`src/rtl/board_pkg.sv`:
```
// Board-wide constants shared by the switch-conditioning logic.
// The clock rate and debounce time together set the default debounce length.
package board_pkg;

  localparam int CLK_HZ          = 50_000_000;
  localparam int DEBOUNCE_MS     = 10;
  localparam int DEBOUNCE_CYCLES = CLK_HZ / 1000 * DEBOUNCE_MS;
  localparam int NUM_SW          = 10;

endpackage

```
`src/rtl/debounce_bit.sv`:
```
// Debounces one switch bit: a 2-FF synchroniser, a stability counter and the accepted level.
// The upd flag is combinational and is high during the cycle in which the clock edge flips clean.
module debounce_bit import board_pkg::*; #(
  parameter int CNT_MAX = DEBOUNCE_CYCLES
) (
  input  logic clk,
  input  logic rst_n,
  input  logic d,
  output logic clean,
  output logic upd
);

  localparam int            CW       = $clog2(CNT_MAX);
  localparam logic [CW-1:0] CNT_LAST = CW'(CNT_MAX - 1);

  logic          sync1;
  logic          sync2;
  logic [CW-1:0] cnt;

  assign upd = (sync2 != clean) && (cnt == CNT_LAST);

  // Any cycle of agreement restarts the count, so short bounces never reach clean.
  always_ff @(posedge clk or negedge rst_n) begin
    if (!rst_n) begin
      sync1 <= 1'b0;
      sync2 <= 1'b0;
      cnt   <= '0;
      clean <= 1'b0;
    end else begin
      sync1 <= d;
      sync2 <= sync1;
      if (sync2 == clean) begin
        cnt <= '0;
      end else if (upd) begin
        clean <= sync2;
        cnt   <= '0;
      end else begin
        cnt <= cnt + CW'(1);
      end
    end
  end

endmodule

```
`src/rtl/switch_debouncer.sv`:
```
// Synchronises and debounces the slide switches, with a one-cycle change strobe.
// Define SWITCH_DEBOUNCER_EDGE_EN to add per-bit sw_rise / sw_fall pulses.
module switch_debouncer import board_pkg::*; #(
  parameter int N       = NUM_SW,
  parameter int CNT_MAX = DEBOUNCE_CYCLES
) (
  input  logic         CLOCK_50,
  input  logic         resetn,
  input  logic [N-1:0] SW,
  output logic [N-1:0] SW_clean,
  output logic         sw_changed
`ifdef SWITCH_DEBOUNCER_EDGE_EN
  ,
  output logic [N-1:0] sw_rise,
  output logic [N-1:0] sw_fall
`endif
);

  logic [N-1:0] upd;

  for (genvar g = 0; g < N; g++) begin : g_bit
    debounce_bit #(
      .CNT_MAX(CNT_MAX)
    ) u_bit (
      .clk  (CLOCK_50),
      .rst_n(resetn),
      .d    (SW[g]),
      .clean(SW_clean[g]),
      .upd  (upd[g])
    );
  end

  // Strobes are registered from the same edge that updates SW_clean, so they line up.
  always_ff @(posedge CLOCK_50 or negedge resetn) begin
    if (!resetn) begin
      sw_changed <= 1'b0;
    end else begin
      sw_changed <= |upd;
    end
  end

`ifdef SWITCH_DEBOUNCER_EDGE_EN
  always_ff @(posedge CLOCK_50 or negedge resetn) begin
    if (!resetn) begin
      sw_rise <= '0;
      sw_fall <= '0;
    end else begin
      sw_rise <= upd & ~SW_clean;
      sw_fall <= upd & SW_clean;
    end
  end
`endif

endmodule
```
`config.mk`:
```
export PLATFORM = sky130hd
export DESIGN_NAME = switch_debouncer
export DESIGN_NICKNAME = d
export VERILOG_FILES = /design/src/rtl/board_pkg.sv /design/src/rtl/debounce_bit.sv /design/src/rtl/switch_debouncer.sv
export SDC_FILE = /design/constraint.sdc
export NUM_CORES = 1
export LEC_CHECK = 0
export CELL_PAD_IN_SITES_DETAIL_PLACEMENT = 0
export CELL_PAD_IN_SITES_GLOBAL_PLACEMENT = 2
export CORE_ASPECT_RATIO = 2
export CORE_UTILIZATION = 44
export DETAILED_ROUTE_END_ITERATION = 7
export GPL_TIMING_DRIVEN = 0
export MAX_ROUTING_LAYER = met4
export PLACE_DENSITY = 0.91
export SKIP_LAST_GASP = 1
export SYNTH_ARGS = -nofsm -noshare
export SYNTH_HDL_FRONTEND = slang
export SYNTH_SLANG_ARGS = --single-unit
```
`constraint.sdc`:
```
create_clock -name CLOCK_50 -period 3.4 [get_ports CLOCK_50]
set_input_delay 0.34 -clock CLOCK_50 [delete_from_list [all_inputs] [get_ports CLOCK_50]]
set_output_delay 0.34 -clock CLOCK_50 [all_outputs]
set_load 0.02 [all_outputs]
```
Word level (Yosys, flattened, before mapping)
Index checks and enable logic that the tools add are counted.
- add/subtract/negate cells: 10
- equal/unequal tests: 30
- mux-type cells: 20
- bitwise operators: 10
- reductions and logical operators: 21
- operator list (kind ; count):
    $mux W19 ; 20
    $add A19 B1 Y19 const B ; 10
    $eq A19 B19 Y1 const B ; 10
    $reduce_and A2 Y1 ; 10
    $eq A1 B1 Y1 ; 10
    $logic_and A1 B1 Y1 ; 10
    $ne A1 B1 Y1 ; 10
    $not A1 Y1 ; 10
    $reduce_or A10 Y1 ; 1
- flip-flop bits (word level): 221
- bits of input ports: 12
- output and inout bits: 11
- logic and storage cells: 132

Longest topological paths before layout
- word-level depth: 4
- gate-level depth with buffers: 8
- gate-level depth less buffers: 6

By module
From an unflattened synthesis, not the netlist that was laid out.
- cell total of the unflattened synthesis: 1075
- area total of the unflattened synthesis: 11094.4 sq um
- modules (own cells, without submodules) (module ; instances ; cells each ; area each (sq um) ; sequential area each (sq um)):
    debounce_bit ; 10 ; 107 ; 1104.8 ; 550.5
    switch_debouncer ; 1 ; 5 ; 46.3 ; 25.0

Worst setup path before layout
No wires, ideal clock.
- path kind: register to register
- start point: register g_bit[2].u_bit.cnt[0]
- end point: register g_bit[2].u_bit.clean
- library setup time: 125 ps
- arrival: 1901 ps
- required time: 3275 ps
- setup slack: 1374 ps
- stages on the path, launching flop included: 6
- path buffers: 0
- clock period less this slack: 2026 ps
- path through: dfrtp_1 -> ha_1 -> nand3_2 -> or4_1 -> or4_4 -> mux2_4
- longest elaborated chain between the ends: 3
- RTL lines (what ; RTL line ; text):
    start, declared ; debounce_bit.sv:18 ; logic [CW-1:0] cnt;
    start signal, assigned ; debounce_bit.sv:38 ; cnt <= cnt + CW'(1);
    $eq A19 B19 Y1 ; debounce_bit.sv:20 ; assign upd = (sync2 != clean) && (cnt == CNT_LAST);
    $logic_and A1 B1 Y1 ; debounce_bit.sv:20 ;
    $reduce_and A2 Y1 (no line) ; -- ;
    end signal, assigned ; debounce_bit.sv:35 ; clean <= sync2;
    end, declared ; debounce_bit.sv:9 ; output logic clean,
Every way passes these cells.
A chain may end at the register's enable or synchronous reset.

Worst setup path in the final report
- start point: register g_bit[9].u_bit.cnt[0]
- end point: register g_bit[9].u_bit.cnt[12]
- longest elaborated chain between the ends: 4
- elaborated cells on any way between the ends: 5
- classes of those cells: add/sub (1); eq/ne (1); mux (2); reduce/logical (1)
- RTL lines (what ; RTL line ; text):
    start, declared ; debounce_bit.sv:18 ;
    start signal, assigned ; debounce_bit.sv:38 ;
    parallel branches: the longest is 2 deep, another holds $add A19 B1 Y19 ; -- ;
    $mux W19 * ; debounce_bit.sv:34 ; end else if (upd) begin
    $mux W19 * ; debounce_bit.sv:32 ; if (sync2 == clean) begin
Every way passes the cells marked *.

==> metrics.sh <==
CRITICAL_PATH.SLOWEST_CELL='nor4_1'
CTS.SINK_COUNT=221
TIMING.RR.START='g_bit[9].u_bit.cnt[0]'
CRITICAL-PATH-MAX-STAGE-DELAY_NS=0.60
HOLD_END='g_bit[3].u_bit.sync1'
SYNTHMUXAREASHARE_PCT=1.150
SYNTH_SIMPLE_GATE_AREA_SHARE_PCT=25.11
WORST_HOLD_PATH_TYPE='input port to register'
DRT.ANTENNA.VIOLATING_NETS=0
AVGSYNTHCELLAREA_UM2=10.32
IRDROPWORSTVDD_uV=449.5
PIN_COUNT_OF_THE_BIGGEST_NET_ENTERING_GLOBAL_ROUTING=125
HPWLAFTERDP_MM=13.38
CRITPATHARRIVALTIME_NS=2.80
SYNTH.FF_LATCH_COUNT=221
CTSROOTBUFFERMASTER='clkbuf_16'
AVERAGE_ROUTED_WIRE_PER_STANDARD_CELL_UM=14.59
TIMING.FINAL.MAX_SLEW_VIOLATIONS=0
ROUTE.DETAILED.VIAS_PER_INST=5.170
FINAL_CELL_AREA_MM2=0.01136
CORE-AREA_MM2=0.02264
FIRST_GLOBAL_VIAS=7152
MET1WIRELENGTH_MM=7.855
STATIC-LEAKAGE-POWER_uW=0.004839
AREA_GROWTH_SYN_TO_LAYOUT_PCT=12.32
MIN_PERIOD_NS=2.415
CLOCK_PATH_BUFFERS=3
CRIT_PATH_CLASS='register to register'
INSERTEDDIODECOUNT=0
SEQ_AREA_FRAC_SYNTH_PCT=54.66
SYNTH.CELL_AREA_MM2=0.01012
END_KIND='register'
TIMING.FINAL.CRIT_SHARE_PCT=71.03
GRT_FIRST_PASS_WIRELENGTH_MM=33.82
DIE-HEIGHT_UM=216.4
SETUP-TNS-FINAL_NS=0
FF_TO_FF_END='g_bit[9].u_bit.cnt[12]'
GRT_ANTENNA_BEFORE_REPAIR=0
DRT_PRE_ANTENNA_ITERS=4
COUNT_OF_ENDPOINTS_FAILING_HOLD_IN_THE_FINAL_TIMING_REPORT=0
MAXCAPVIOLCOUNT=0
TOP_LAYER_USED='met4'
DRC_ERRORS=0
CTS-BUFFERS-INSERTED=21
WORSTPATHCELLLIST='ha_1, and4_1, nand3_1, nor4_1, or2_2, buf_2, buf_4, nor2_1'
POWER_DENSITY_mW_PER_MM2=447.1
STARTPOINT_OF_THE_TIGHTEST_HOLD_CHECK_PATH='SW[3]'
SYNTH_COMPOUND_AREA_SHARE_PCT=0.3215
YS_ASYNC_SR_FRACTION_PCT=100.0
STATUS='finished clean'
R2R_SETUP_SLACK_NS=0.98
TIGHTEST_HOLD_MARGIN_NS=0.2704
RSZ_0062_RAISED_AFTER_GLOBAL_ROUTING='false'
DESIGN.DIE.AREA_MM2=0.02364
ROUTE.FINAL.WIRE_LENGTH_MM=19.27
DR_WL_MET2_MM=10.58
CLOCK_INSERTION_DELAY_AT_THE_LATER_PIN_OF_THE_SKEW_REPORT_NS=0.50
SETUP_VIOL=0
TOTAL_GLOBAL_ROUTING_OVERFLOW=0
POSTCTSSETUPREPAIRBUFS=0
WORSTMARGINPINSLEW_NS=0.9071
SYNTH-EDFF-COUNT=0
STD_CELL_ROWS=78
SYNTHCELLS=980
DRIVE_GT1_SHARE_PCT=6.916
MAXIMUM_ACHIEVABLE_FREQUENCY_MHz=414.1
IO_PINS=23
PLACED_AREA_MM2=0.01072
FINAL_CRITICAL_PATH_SETUP_SLACK_NS=0.9849
CRITPATHREQUIREDTIME_NS=3.79
DETAILROUTE.VIA_COUNT=6829
SYNTH-ADDER-AREA-SHARE_PCT=1.237
HOLD_CRIT_DEPTH=1
WORST_SLEW_SLACK_AS_A_FRACTION_OF_ITS_LIMIT_PCT=38.97
MET3ROUTEDLENGTH_UM=505
CLK_PIN_SLEW_WORST_PATHS_NS=0.07
NUM-NETS-FINAL=1049
DIE-WIDTH_UM=109.2
PLACE_WORST_SETUP_SLACK_NS=0.9718
START_UTIL_PCT=44.68
SYNTH_XOR_AREA_SHARE_PCT=15.58
GRT_USAGE_PCT=18.13
TIMING.CRITICAL_PATH.FROM_TYPE='register'
SYNTH_TOP_FAMILY_BY_AREA='simple AND/OR/NAND/NOR gates'
GP_ROUTABILITY_CONGESTION=0.7777
YOSYS_WARNINGS=0
TIMING.REG2REG.WORST_PATH_DEPTH=8
CTS_HTREE_LEVELS=1
CRIT_PATH_MAX_FANOUT=10
SYNTH.DISTINCT_CELLS=38
FIN_WORST_SKEW_NS=0.009066
NUMBER_OF_I_O_PORT_BUFFERS=22
CLOCK_TREE_FROM_TRITONCTS='yes'
SYNTH_NETS=1002
YS_DOMINANT_REG_CELL='dfrtp_1'
DRTITER0DRC=215
==> worst max path at each step <==
stage	from	endpoint	slack, ns	cells past startpoint
global placement	resetn	g_bit[7].u_bit.cnt[10]	-7.44	1
global route	g_bit[8].u_bit.cnt[0]	g_bit[8].u_bit.cnt[12]	0.75	6
floorplan	g_bit[2].u_bit.cnt[0]	g_bit[2].u_bit.clean	1.37	5
finish	g_bit[9].u_bit.cnt[0]	g_bit[9].u_bit.cnt[12]	0.98	8
CTS	g_bit[9].u_bit.cnt[0]	g_bit[9].u_bit.cnt[12]	0.95	8
detailed placement	g_bit[9].u_bit.cnt[0]	g_bit[9].u_bit.cnt[12]	0.97	8
==> routing by layer <==
layer | track usage (%) | up-vias
met4 | 5.378 | 0
met3 | 2.226 | 26
met1 | 20.50 | 3325
met5 | - | -
met2 | 32.75 | 71
li1 | - | 3407
==> worst max-delay path: cells and delay by family, from the launching register on <==
kind	cells	cell delay [ns]
flip-flops	1	0.40
adder cells (fa/ha/maj)	1	0.26
AND/OR/NAND/NOR	5	1.24
buffers and inverters	2	0.40
==> cell usage in the layout (no fill, tap or decap), types with 7 or more instances in the layout <==
master,instances
and3_1,16
dfrtp_1,221
inv_1,12
buf_4,13
clkdlybuf4s50_1,21
nor3_1,26
clkbuf_1,7
nor4b_1,12
nor2_1,226
nand4_1,64
nor4_1,23
xnor2_1,70
nand2_1,56
nand3_1,66
buf_2,7
mux2_2,9
clkbuf_16,21
xor2_1,110
ha_1,10
==> where the power goes <==
part           switching (uW)  total [uW]  internal, uW  leakage (uW)
Sequential               35.8        2710          2670       0.00302
Clock                     994        2210          1210      0.000307
Combinational             114         169          54.7       0.00152
==> logic make-up (layout without fill, tap and decap cells) <==
group | count (synthesis) | in the layout
compound gates | 2 | 2
xor+xnor | 180 | 180
fa+ha+maj | 10 | 10
buf+inv | 34 | 95
flops | 221 | 221
mux | 10 | 10
simple gates | 523 | 523
==> cell type report <==
class                   instances  area (um2)
fillers                      2132       11280
flip-flops and latches        221        5530
multi-input cells             725        4390
clock buffers                  30       589.3
well taps                     280       350.3
repair buffers                 24       262.8
plain buffers                  22       151.4
inverters                      12       45.04
clock inverters                 7       43.79
==> through the flow <==
step	util, %	cells	power (uW)
2_1_floorplan	-	980	2828
3_3_place_gp	47.20	1282	2926
3_5_place_dp	47.35	1283	2930
4_1_cts	50.19	1321	5178
5_1_grt	50.19	1321	5297
6_report	50.19	1321	5080
==> cell usage after synthesis (5+ instances only) <==
cell | instances | area [um2]
buf_4 | 13 | 97.59
and4b_1 | 5 | 50.05
nor3_1 | 26 | 130.1
xor2_1 | 110 | 963.4
nand2_1 | 56 | 210.2
nor4_1 | 23 | 143.9
buf_2 | 7 | 35.03
xnor2_1 | 70 | 613.1
ha_1 | 10 | 125.1
nand3_1 | 66 | 330.3
mux2_2 | 9 | 101.4
nor4b_1 | 12 | 105.1
nand4_1 | 64 | 400.4
inv_1 | 12 | 45.04
nor2_1 | 226 | 848.3
and3_1 | 16 | 100.1
dfrtp_1 | 221 | 5530
==> registers in the layout, indices dropped and copies added, names as in the netlist <==
signal             count
g_bit.u_bit.sync1     10
g_bit.u_bit.clean     10
g_bit.u_bit.sync2     10
sw_changed             1
g_bit.u_bit.cnt      190
==> timing repair <==
action                                  4_1_cts  5_1_grt
hold buffers                                  1        0
resized for setup                             0        0
hold endpoints to repair                     97        0
endpoints found under the setup margin        0        0
Note: power is estimated with default switching activity, not from simulation.
